**src/rtl/neuron_potential_integrator_if.sv**
```systemverilog
// Handshake/bus bundle for neuron_potential_integrator.
// Defining NEURON_SATURATION_FLAG_EN adds the sat_flag signal to both modports.
interface neuron_potential_integrator_if #(
    parameter int POT_WIDTH    = 9,
    parameter int WEIGHT_WIDTH = 9
);
    logic                           start;
    logic signed [POT_WIDTH-1:0]    init_potential;
    logic signed [POT_WIDTH-1:0]    leak;
    logic signed [POT_WIDTH-1:0]    pos_threshold;
    logic signed [POT_WIDTH-1:0]    neg_threshold;
    logic signed [POT_WIDTH-1:0]    reset_potential;
    logic                           weight_valid;
    logic signed [WEIGHT_WIDTH-1:0] weight;
    logic                           weight_last;
    logic                           weight_ready;
    logic                           busy;
    logic signed [POT_WIDTH-1:0]    potential_out;
    logic                           spike_out;
    logic                           done;
`ifdef NEURON_SATURATION_FLAG_EN
    logic                           sat_flag;

    modport master (
        output start, init_potential, leak, pos_threshold, neg_threshold, reset_potential,
        output weight_valid, weight, weight_last,
        input  weight_ready, busy, potential_out, spike_out, done, sat_flag
    );
    modport slave (
        input  start, init_potential, leak, pos_threshold, neg_threshold, reset_potential,
        input  weight_valid, weight, weight_last,
        output weight_ready, busy, potential_out, spike_out, done, sat_flag
    );
`else
    modport master (
        output start, init_potential, leak, pos_threshold, neg_threshold, reset_potential,
        output weight_valid, weight, weight_last,
        input  weight_ready, busy, potential_out, spike_out, done
    );
    modport slave (
        input  start, init_potential, leak, pos_threshold, neg_threshold, reset_potential,
        input  weight_valid, weight, weight_last,
        output weight_ready, busy, potential_out, spike_out, done
    );
`endif
endinterface

```
**src/rtl/neuron_potential_integrator.sv**
```systemverilog
// Per-neuron integrate/leak/fire stage: accumulates saturating weights, leaks, thresholds, emits potential+spike.
// Optional sticky saturation flag (sat_flag) enabled by defining NEURON_SATURATION_FLAG_EN.
module neuron_potential_integrator #(
    parameter int POT_WIDTH    = 9,
    parameter int WEIGHT_WIDTH = 9
) (
    input  logic                           clk,
    input  logic                           rst,
    neuron_potential_integrator_if.slave   bus
);

    typedef enum logic [2:0] {
        IDLE   = 3'd0,
        ACCUM  = 3'd1,
        LEAK   = 3'd2,
        THRESH = 3'd3,
        DONE   = 3'd4
    } state_t;

    localparam logic signed [POT_WIDTH-1:0] POT_MAX = {1'b0, {(POT_WIDTH-1){1'b1}}};
    localparam logic signed [POT_WIDTH-1:0] POT_MIN = {1'b1, {(POT_WIDTH-1){1'b0}}};

    // The sum carries one guard bit; disagreement between the top two bits means overflow.
    function automatic logic signed [POT_WIDTH-1:0] sat_clamp(input logic [POT_WIDTH:0] sum);
        logic signed [POT_WIDTH-1:0] res;
        if (sum[POT_WIDTH] != sum[POT_WIDTH-1]) begin
            if (sum[POT_WIDTH]) res = POT_MIN;
            else                res = POT_MAX;
        end else begin
            res = sum[POT_WIDTH-1:0];
        end
        return res;
    endfunction

    function automatic logic sat_overflow(input logic [POT_WIDTH:0] sum);
        return sum[POT_WIDTH] ^ sum[POT_WIDTH-1];
    endfunction

    state_t                      state_r;
    logic signed [POT_WIDTH-1:0] acc_r;
    logic signed [POT_WIDTH-1:0] leak_r;
    logic signed [POT_WIDTH-1:0] pos_thr_r;
    logic signed [POT_WIDTH-1:0] neg_thr_r;
    logic signed [POT_WIDTH-1:0] rst_pot_r;
    logic signed [POT_WIDTH-1:0] potential_r;
    logic                        spike_r;
    logic                        done_r;
    logic                        busy_r;
    logic                        weight_ready_r;

    logic signed [POT_WIDTH-1:0] w_ext_s;
    logic signed [POT_WIDTH-1:0] add_b_s;
    logic        [POT_WIDTH:0]   add_sum_s;
    logic signed [POT_WIDTH-1:0] acc_next_s;
    logic                        hs_s;

    assign w_ext_s = POT_WIDTH'($signed(bus.weight));
    assign hs_s    = bus.weight_valid & weight_ready_r;

    // Shared saturating adder: leak operand in LEAK, incoming weight otherwise.
    always_comb begin
        add_b_s    = w_ext_s;
        add_sum_s  = '0;
        acc_next_s = '0;
        if (state_r == LEAK) begin
            add_b_s = leak_r;
        end else begin
            add_b_s = w_ext_s;
        end
        add_sum_s  = {acc_r[POT_WIDTH-1], acc_r} + {add_b_s[POT_WIDTH-1], add_b_s};
        acc_next_s = sat_clamp(add_sum_s);
    end

    // Control FSM with registered outputs.
    always_ff @(posedge clk or negedge rst) begin
        if (!rst) begin
            state_r        <= IDLE;
            acc_r          <= '0;
            leak_r         <= '0;
            pos_thr_r      <= '0;
            neg_thr_r      <= '0;
            rst_pot_r      <= '0;
            potential_r    <= '0;
            spike_r        <= 1'b0;
            done_r         <= 1'b0;
            busy_r         <= 1'b0;
            weight_ready_r <= 1'b0;
        end else begin
            case (state_r)
                IDLE: begin
                    if (bus.start) begin
                        acc_r          <= bus.init_potential;
                        leak_r         <= bus.leak;
                        pos_thr_r      <= bus.pos_threshold;
                        neg_thr_r      <= bus.neg_threshold;
                        rst_pot_r      <= bus.reset_potential;
                        spike_r        <= 1'b0;
                        busy_r         <= 1'b1;
                        weight_ready_r <= 1'b1;
                        state_r        <= ACCUM;
                    end
                end
                ACCUM: begin
                    if (hs_s) begin
                        acc_r <= acc_next_s;
                        if (bus.weight_last) begin
                            weight_ready_r <= 1'b0;
                            state_r        <= LEAK;
                        end
                    end
                end
                LEAK: begin
                    acc_r   <= acc_next_s;
                    state_r <= THRESH;
                end
                THRESH: begin
                    if (acc_r >= pos_thr_r) begin
                        spike_r     <= 1'b1;
                        potential_r <= rst_pot_r;
                    end else if (acc_r < neg_thr_r) begin
                        spike_r     <= 1'b0;
                        potential_r <= neg_thr_r;
                    end else begin
                        spike_r     <= 1'b0;
                        potential_r <= acc_r;
                    end
                    done_r  <= 1'b1;
                    state_r <= DONE;
                end
                DONE: begin
                    done_r  <= 1'b0;
                    busy_r  <= 1'b0;
                    state_r <= IDLE;
                end
                default: begin
                    done_r         <= 1'b0;
                    busy_r         <= 1'b0;
                    weight_ready_r <= 1'b0;
                    state_r        <= IDLE;
                end
            endcase
        end
    end

    assign bus.weight_ready  = weight_ready_r;
    assign bus.busy          = busy_r;
    assign bus.potential_out = potential_r;
    assign bus.spike_out     = spike_r;
    assign bus.done          = done_r;

`ifdef NEURON_SATURATION_FLAG_EN
    logic sat_r;

    // Sticky per-neuron clamp indicator over every accumulate and leak add.
    always_ff @(posedge clk or negedge rst) begin
        if (!rst) begin
            sat_r <= 1'b0;
        end else if (state_r == IDLE && bus.start) begin
            sat_r <= 1'b0;
        end else if ((hs_s || state_r == LEAK) && sat_overflow(add_sum_s)) begin
            sat_r <= 1'b1;
        end
    end

    assign bus.sat_flag = sat_r;
`endif

endmodule

```
**src/flat_wrapper.sv**
```systemverilog
// flat-port wrapper written by rule: the top's interface ports become plain ports
module neuron_potential_integrator_flat 
#(
    parameter int POT_WIDTH    = 9,
    parameter int WEIGHT_WIDTH = 9
)
  (clk, rst, bus_start, bus_init_potential, bus_leak, bus_pos_threshold, bus_neg_threshold, bus_reset_potential, bus_weight_valid, bus_weight, bus_weight_last, bus_weight_ready, bus_busy, bus_potential_out, bus_spike_out, bus_done);
  neuron_potential_integrator_if #(.POT_WIDTH(POT_WIDTH), .WEIGHT_WIDTH(WEIGHT_WIDTH)) bus_i ();
  input  logic clk;
  input  logic rst;
  input wire logic [$bits(bus_i.start)-1:0] bus_start;
  input wire logic [$bits(bus_i.init_potential)-1:0] bus_init_potential;
  input wire logic [$bits(bus_i.leak)-1:0] bus_leak;
  input wire logic [$bits(bus_i.pos_threshold)-1:0] bus_pos_threshold;
  input wire logic [$bits(bus_i.neg_threshold)-1:0] bus_neg_threshold;
  input wire logic [$bits(bus_i.reset_potential)-1:0] bus_reset_potential;
  input wire logic [$bits(bus_i.weight_valid)-1:0] bus_weight_valid;
  input wire logic [$bits(bus_i.weight)-1:0] bus_weight;
  input wire logic [$bits(bus_i.weight_last)-1:0] bus_weight_last;
  output wire logic [$bits(bus_i.weight_ready)-1:0] bus_weight_ready;
  output wire logic [$bits(bus_i.busy)-1:0] bus_busy;
  output wire logic [$bits(bus_i.potential_out)-1:0] bus_potential_out;
  output wire logic [$bits(bus_i.spike_out)-1:0] bus_spike_out;
  output wire logic [$bits(bus_i.done)-1:0] bus_done;
  assign bus_i.start = bus_start;
  assign bus_i.init_potential = bus_init_potential;
  assign bus_i.leak = bus_leak;
  assign bus_i.pos_threshold = bus_pos_threshold;
  assign bus_i.neg_threshold = bus_neg_threshold;
  assign bus_i.reset_potential = bus_reset_potential;
  assign bus_i.weight_valid = bus_weight_valid;
  assign bus_i.weight = bus_weight;
  assign bus_i.weight_last = bus_weight_last;
  assign bus_weight_ready = bus_i.weight_ready;
  assign bus_busy = bus_i.busy;
  assign bus_potential_out = bus_i.potential_out;
  assign bus_spike_out = bus_i.spike_out;
  assign bus_done = bus_i.done;
  neuron_potential_integrator #(.POT_WIDTH(POT_WIDTH), .WEIGHT_WIDTH(WEIGHT_WIDTH)) u_core (.clk(clk), .rst(rst), .bus(bus_i));
endmodule
```
**config.mk**
```make
export PLATFORM = sky130hd
export DESIGN_NAME = neuron_potential_integrator_flat
export DESIGN_NICKNAME = d
export VERILOG_FILES = /design/src/rtl/neuron_potential_integrator_if.sv /design/src/rtl/neuron_potential_integrator.sv /design/src/flat_wrapper.sv
export SDC_FILE = /design/constraint.sdc
export NUM_CORES = 1
export LEC_CHECK = 0
export CAP_MARGIN = 25
export CORE_AREA = 3 3 71 100
export CTS_BUF_LIST = sky130_fd_sc_hd__clkbuf_8
export CTS_CLUSTER_DIAMETER = 100
export CTS_CLUSTER_SIZE = 14
export DETAILED_ROUTE_END_ITERATION = 16
export DIE_AREA = 0 0 74 103
export PLACE_DENSITY = 0.87
export SLEW_MARGIN = 20
export SYNTH_ARGS = -nofsm -noshare
export SYNTH_HDL_FRONTEND = slang
export SYNTH_SLANG_ARGS = --single-unit
export TNS_END_PERCENT = 10
```
**constraint.sdc**
```tcl
create_clock -name clk -period 8.72 [get_ports clk]
set_input_delay 0.872 -clock clk [delete_from_list [all_inputs] [get_ports clk]]
set_output_delay 0.872 -clock clk [all_outputs]
set_load 0.1 [all_outputs]
```
==> impl_metrics.toml, run 1 <==
[run_status]
status = "complete, no violations"

[setup_path]
end_kind = "flop"
reg2reg_depth = 11
cp-start-kind = "flop"
arrival_ps = 3900
startpoint = "u_core.state_r[0]"
path_max_fanout = 9
worstSetupPathType = "flop to flop"
reg2reg_to = "u_core.acc_r[6]"
rrSetupSlack_ps = 4990
worstPathRequired_ps = 8890
reg2reg_from = "u_core.state_r[0]"
cp-endpoint = "u_core.acc_r[6]"

[floorplanning]
pin_count = 72
core_area_sq_mm = 0.006254
die_x_um = 74
rows = 34
initial_core_util = 0.5788
die_h_um = 103
die_area_sq_mm = 0.007622

[clock_tree]
ctsResizeCount = 0
root_buffer = "clkbuf_8"
clk_pin_slew_ps = 70
cts_sinks = 61
insertion_delay_ps = 340
cts.path.max_buffers = 2
cts_made_buffers = 9
ctsHoldBuffers = 0
tritoncts = "yes"
htreeDepth = 3
cts_setup_buffers = 0

[power]
p_leak_nw = 2.040
seq_power_share = 0.263
pwr-share-clk = 0.143
switchingPower_mw = 0.9565
p_comb_frac = 0.594
powerDensity_mw_per_mm2 = 435.8
p_int_mw = 1.050
p_sw_frac = 0.4768
total_power_mw = 2.006
ir_drop_uv = 226.3

[logic_synthesis]
synth_area_leader_cell = "dfrtp_1"
synth.cell_area_sq_mm = 0.003620
synth_area_leaders = "dfrtp_1 (42%), ha_1 (9.0%), mux2_2 (6.5%)"
synth_top_area_frac = 0.4217
synth_fp_nets = 447
avgSynthCellArea_sq_um = 10.03
synth_top_cells_by_count = "dfrtp_1 (61), nand2_1 (43), o21ai_0 (32), inv_1 (29), ha_1 (26)"
synthCells = 361
yosysSeqAreaShare = 0.4217
yosysMostFrequentCell = "dfrtp_1"
synth-edff-count = 0
synthFlopType = "dfrtp_1"
synth.distinct_cells = 54
async_reset_ff_frac = 1.000
synth.ff_latch_count = 61
yosysWarnings = 0

[cells_and_area]
area_delta_synth_final_pct = 27.17
final_layout_size_suffix_gt1_frac = 0.1419
fill_cells = 449
final_cells = 509
diodes = 0
finalNetCount = 518

[drt]
dr_wl_met3_um = 549
drt_iter0_markers = 289
routed.top_layer = "met4"
vias = 3053
firstDrtPassIters = 4
drc = 0
drt-wirelength-per-cell_um = 18.29
routed_wirelength_um = 9312
drtAntennaViolNets = 0
via_per_inst = 5.998
dr_wl_met2_um = 4961
m1WireLength_um = 3419

[global_route]
grt_overflow = 0
track_usage = 0.2641
antenna_found_initial = 0
grt_pass1_vias = 3240
grt_first_pass_wirelength_um = 15220
grt_max_degree = 64

[hold_path]
hold_path.class = "flop to flop"

[timing]
maxSlewViolCount = 0
setup_violations = 0
min_period_ps = 3727
setup_tns_ps = 0
layout_worst_path_cycle_share = 0.4274
rsz0062_at_grt = "no"
setup_ws_ps = 4993
whs_ps = 491.4
fmax_mhz = 268.3
fin_worst_skew_ps = 5.931
slew_headroom = 0.3432
tightest_slew_ps = 982.2
hold_violations = 0

[placed_design]
dp.final_hpwl_um = 6763
placed_cells = 492
place_ws_ps = 5046
gp_congestion = 0.9749
io_buffers = 71

[run]
drv_cap = 0
-- sequential cells by signal, indices dropped and copies added, names as in the netlist, 3 cells and up --
name	count
u_core.pos_thr_r	9
u_core.leak_r	9
u_core.rst_pot_r	9
u_core.neg_thr_r	9
u_core.acc_r	9
u_core.state_r	3
u_core.bus.potential_out	9
-- worst min path at each step --
stage	from	to	slack, ps	cells after the start
finish	u_core.bus.done	u_core.bus.done	490	1
global placement	u_core.bus.busy	u_core.bus.busy	470	1
floorplan	u_core.leak_r[0]	u_core.leak_r[0]	470	1
CTS	u_core.bus.done	u_core.bus.done	490	1
detailed placement	u_core.bus.done	u_core.bus.done	480	1
global route	u_core.leak_r[5]	u_core.leak_r[5]	520	1
-- worst max-delay path, cell delays in order, from the launching register on --
cell,delay (ps)
dfrtp_1,470
or2b_2,360
nor2_2,380
mux2_2,400
ha_1,210
fa_1,410
a21o_1,240
a221oi_4,380
a21o_2,260
a31oi_4,120
nor2b_4,250
a221oi_2,90
-- power by group through the flow --
stage	sequential [mW]	combinational [mW]	clock (mW)
global placement	0.520	1.12	0
global route	0.542	1.30	0.302
finish	0.527	1.19	0.288
detailed placement	0.530	1.17	0
CTS	0.526	1.19	0.289
floorplan	0.693	0.716	0
-- routing by layer --
metal / track usage / up-vias
met5: 0 / -
met2: 0.4679 / 119
met3: 0.05073 / 31
li1: - / 1421
met4: 0.1492 / 0
met1: 0.2894 / 1482
-- stage by stage --
| step | area [sq um] | utilization |
|---|---|---|
| global route | 4603 | 0.7361 |
| global placement | 4358 | 0.6969 |
| CTS | 4583 | 0.7329 |
| finish | 4603 | 0.7361 |
| floorplan | 3620 | - |
| detailed placement | 4358 | 0.6969 |
-- layout make-up --
type	count	area [sq um]	share of cell area
Clock buffer	11	151.4	0.03289
Clock inverter	5	73.82	0.01604
Inverter	29	108.9	0.02365
Multi-Input combinational cell	258	1919	0.4170
Sequential cell	61	1526	0.3316
Tap cell	72	90.09	0.01957
Timing Repair Buffer	73	733.2	0.1593
-- placed cells by master (no fill, tap or decap), drive strengths merged, types with 3 or more instances in the layout --
cell type / Yosys / routed
a31oi: 4 / 4
nor2: 24 / 24
a221oi: 7 / 7
buf: 8 / 3
a21oi: 12 / 12
xnor2: 4 / 4
nand2: 43 / 43
o21a: 3 / 3
inv: 29 / 30
a21o: 9 / 9
nand3: 8 / 8
nor2b: 4 / 4
nand2b: 5 / 5
o221ai: 9 / 9
ha: 26 / 26
mux2: 21 / 21
a211oi: 4 / 4
o21ai: 34 / 34
nand4: 4 / 4
clkdlybuf4s50: 0 / 70
o31ai: 4 / 4
mux2i: 9 / 9
dfrtp: 61 / 61
and3: 5 / 5
clkbuf: 5 / 11
-- kinds of logic after synthesis --
| kind of cell | share of synthesized area |
|---|---|
| AO/OA/AOI/OAI | 0.1981 |
| buffers and inverters | 0.04839 |
| XOR/XNOR | 0.01210 |
| adder cells (fa/ha/maj) | 0.09540 |
| flip-flops | 0.4217 |
| AND/OR/NAND/NOR | 0.1341 |
| multiplexers | 0.09022 |
No activity file was read; power rests on OpenSTA's default activity.
==> run 2: changes to the inputs <==
--- a/config.mk
+++ b/config.mk
@@ -6,13 +6,13 @@
 export NUM_CORES = 1
 export LEC_CHECK = 0
 export CAP_MARGIN = 25
-export CORE_AREA = 3 3 71 100
+export CORE_AREA = 3 3 78 109
 export CTS_BUF_LIST = sky130_fd_sc_hd__clkbuf_8
 export CTS_CLUSTER_DIAMETER = 100
 export CTS_CLUSTER_SIZE = 14
 export DETAILED_ROUTE_END_ITERATION = 16
-export DIE_AREA = 0 0 74 103
-export PLACE_DENSITY = 0.87
+export DIE_AREA = 0 0 81 112
+export PLACE_DENSITY = 0.77
 export SLEW_MARGIN = 20
 export SYNTH_ARGS = -nofsm -noshare
 export SYNTH_HDL_FRONTEND = slang
==> constraint.sdc (replaced) <==
create_clock -name clk -period 3.35 [get_ports clk]
set_input_delay 0.335 -clock clk [delete_from_list [all_inputs] [get_ports clk]]
set_output_delay 0.335 -clock clk [all_outputs]
set_load 0.1 [all_outputs]
==> run 2 against run 1 <==
Effect of this change: combinational power increased to 2.6 times the previous value; sequential power increased to 2.5 times the previous value; maximum frequency increased by 19%; sequential share of layout area decreased by 0.85 points; wire length decreased by 7.1%; power increased to 2.6 times the previous value; critical path type unchanged; highest routed layer unchanged.
==> impl_metrics.toml, run 2 (same netlist as run 1, synthesis figures left out) <==
[clock_tree]
cts_made_buffers = 9
clk_pin_slew_ps = 70
root_buffer = "clkbuf_8"
insertion_delay_ps = 350
tritoncts = "yes"
cts_sinks = 61
cts.path.max_buffers = 2
cts_setup_buffers = 0
htreeDepth = 3

[timing]
tightest_slew_ps = 973.2
hold_violations = 0
setup_tns_ps = 0
min_period_ps = 3122
fin_worst_skew_ps = 5.794
setup_violations = 0
fmax_mhz = 320.4
layout_worst_path_cycle_share = 0.9318
maxSlewViolCount = 0
rsz0062_at_grt = "no"
setup_ws_ps = 228.4
slew_headroom = 0.3491

[floorplanning]
core_area_sq_mm = 0.007702
die_x_um = 81
pin_count = 72
initial_core_util = 0.4699
die_area_sq_mm = 0.009072
rows = 38
die_h_um = 112

[hold_path]
hold_path.class = "input pin to asynchronous set/reset pin"

[power]
p_leak_nw = 2.086
ir_drop_uv = 548.3
powerDensity_mw_per_mm2 = 1111

[drt]
drtAntennaViolNets = 0
drc = 0
routed_wirelength_um = 8647
vias = 2917
via_per_inst = 5.362
drt-wirelength-per-cell_um = 15.90
firstDrtPassIters = 4
drt_iter0_markers = 114

[cells_and_area]
finalNetCount = 525
diodes = 0
final_cell_area_sq_mm = 0.004725
final_cells = 544
area_delta_synth_final_pct = 30.52
finish.utilization = 0.6134
final_common_cell = "clkdlybuf4s50_1"
mostFrequentLayoutCells = "clkdlybuf4s50_1 (70), dfrtp_1 (61), nand2_1 (43)"
final_layout_size_suffix_gt1_frac = 0.1554

[setup_path]
arrival_ps = 3340
critPathSlowestCell = "dfrtp_1"
cp_cell_sequence = "or2b_4 > nor2_4 > buf_4 > mux2_2 > fa_2 > a21o_1 > a221oi_4 > a21o_2 > a31oi_4 > nor2b_4 > a221oi_2"
reg2reg_from = "u_core.state_r[0]"
critPathBufInv = 1
end_kind = "flop"
rrSetupSlack_ps = 230
reg2reg_depth = 11
path_max_fanout = 8
worstSetupPathType = "flop to flop"
cpPeakStageDelay_ps = 380
cp-start-kind = "flop"
cp_top_family = "compound AO/OA/AOI/OAI gates"
worstPathRequired_ps = 3570
reg2reg_to = "u_core.acc_r[3]"

[placed_design]
placed_cells = 527
dpl_cell_area_sq_mm = 0.004451
dp.final_hpwl_um = 6574
io_buffers = 71
place_ws_ps = 133.2
gp_congestion = 0.8672

[global_route]
track_usage = 0.2071
antenna_found_initial = 0
grt_overflow = 0
grt_pass1_vias = 3001
grt_max_degree = 47
grt_first_pass_wirelength_um = 14360

[run_status]
status = "complete, no violations"

[run]
drv_cap = 0
[run 2: how the worst max path moves through the flow]
| stage | start | end | slack (ps) | cells past startpoint |
|---|---|---|---|---|
| CTS | u_core.state_r[0] | u_core.acc_r[5] | 80 | 11 |
| global route | u_core.state_r[0] | u_core.acc_r[5] | 80 | 11 |
| global placement | u_core.state_r[0] | u_core.acc_r[7] | 220 | 11 |
| detailed placement | u_core.state_r[0] | u_core.acc_r[3] | 130 | 11 |
| floorplan | u_core.state_r[0] | u_core.acc_r[2] | 80 | 12 |
| finish | u_core.state_r[0] | u_core.acc_r[3] | 230 | 11 |
[run 2: per-layer routing]
| layer | up-vias | part of all wire | GRT usage |
|---|---|---|---|
| met5 | - | 0 | 0 |
| met4 | 0 | 0.038 | 0.1184 |
| met3 | 25 | 0.042 | 0.03722 |
| met2 | 72 | 0.52 | 0.3527 |
| met1 | 1378 | 0.39 | 0.2378 |
| li1 | 1442 | - | - |
[run 2: report_power, final]
group | total (mW) | leakage, nW | internal [mW] | switching (mW)
clock | 0.841 | 0.134 | 0.553 | 0.288
combinational | 3.07 | 1.22 | 1.20 | 1.87
sequential | 1.34 | 0.732 | 1.10 | 0.240
total | 5.25 | 2.09 | 2.85 | 2.40
[run 2: cell type report]
cell class                      instances  area [sq um]
Fill cell                             650          2978
Multi-Input combinational cell        258          1929
Sequential cell                        61          1526
Timing Repair Buffer                   80         775.7
Clock buffer                           12         165.2
Tap cell                              100         125.1
Inverter                               29         108.9
Clock inverter                          4         93.84
[run 2: stage by stage]
| stage | total power [mW] | hold slack, ps |
|---|---|---|
| final | 5.249 | 471.7 |
| after global placement | 4.319 | 305.1 |
| after floorplan | 3.669 | 39.41 |
| after CTS | 5.281 | 476.2 |
| after global routing | 5.641 | 519.1 |
| after detailed placement | 4.412 | 315.4 |
[run 2: worst register-to-register path, stage by stage (launching register included)]
cell and delay, ps:
dfrtp_1 380, or2b_4 270, nor2_4 90, buf_4 170, mux2_2 380, fa_2 380, a21o_1 210, a221oi_4 380
a21o_2 250, a31oi_4 120, nor2b_4 250, a221oi_2 110
[run 2: what timing repair did]
| item | in CTS | in global routing |
|---|---|---|
| hold buffers | 1 | 0 |
| resized for setup | 0 | 2 |
| endpoints found under the setup margin | 0 | 7 |
| endpoints found under the hold margin | 20 | 0 |
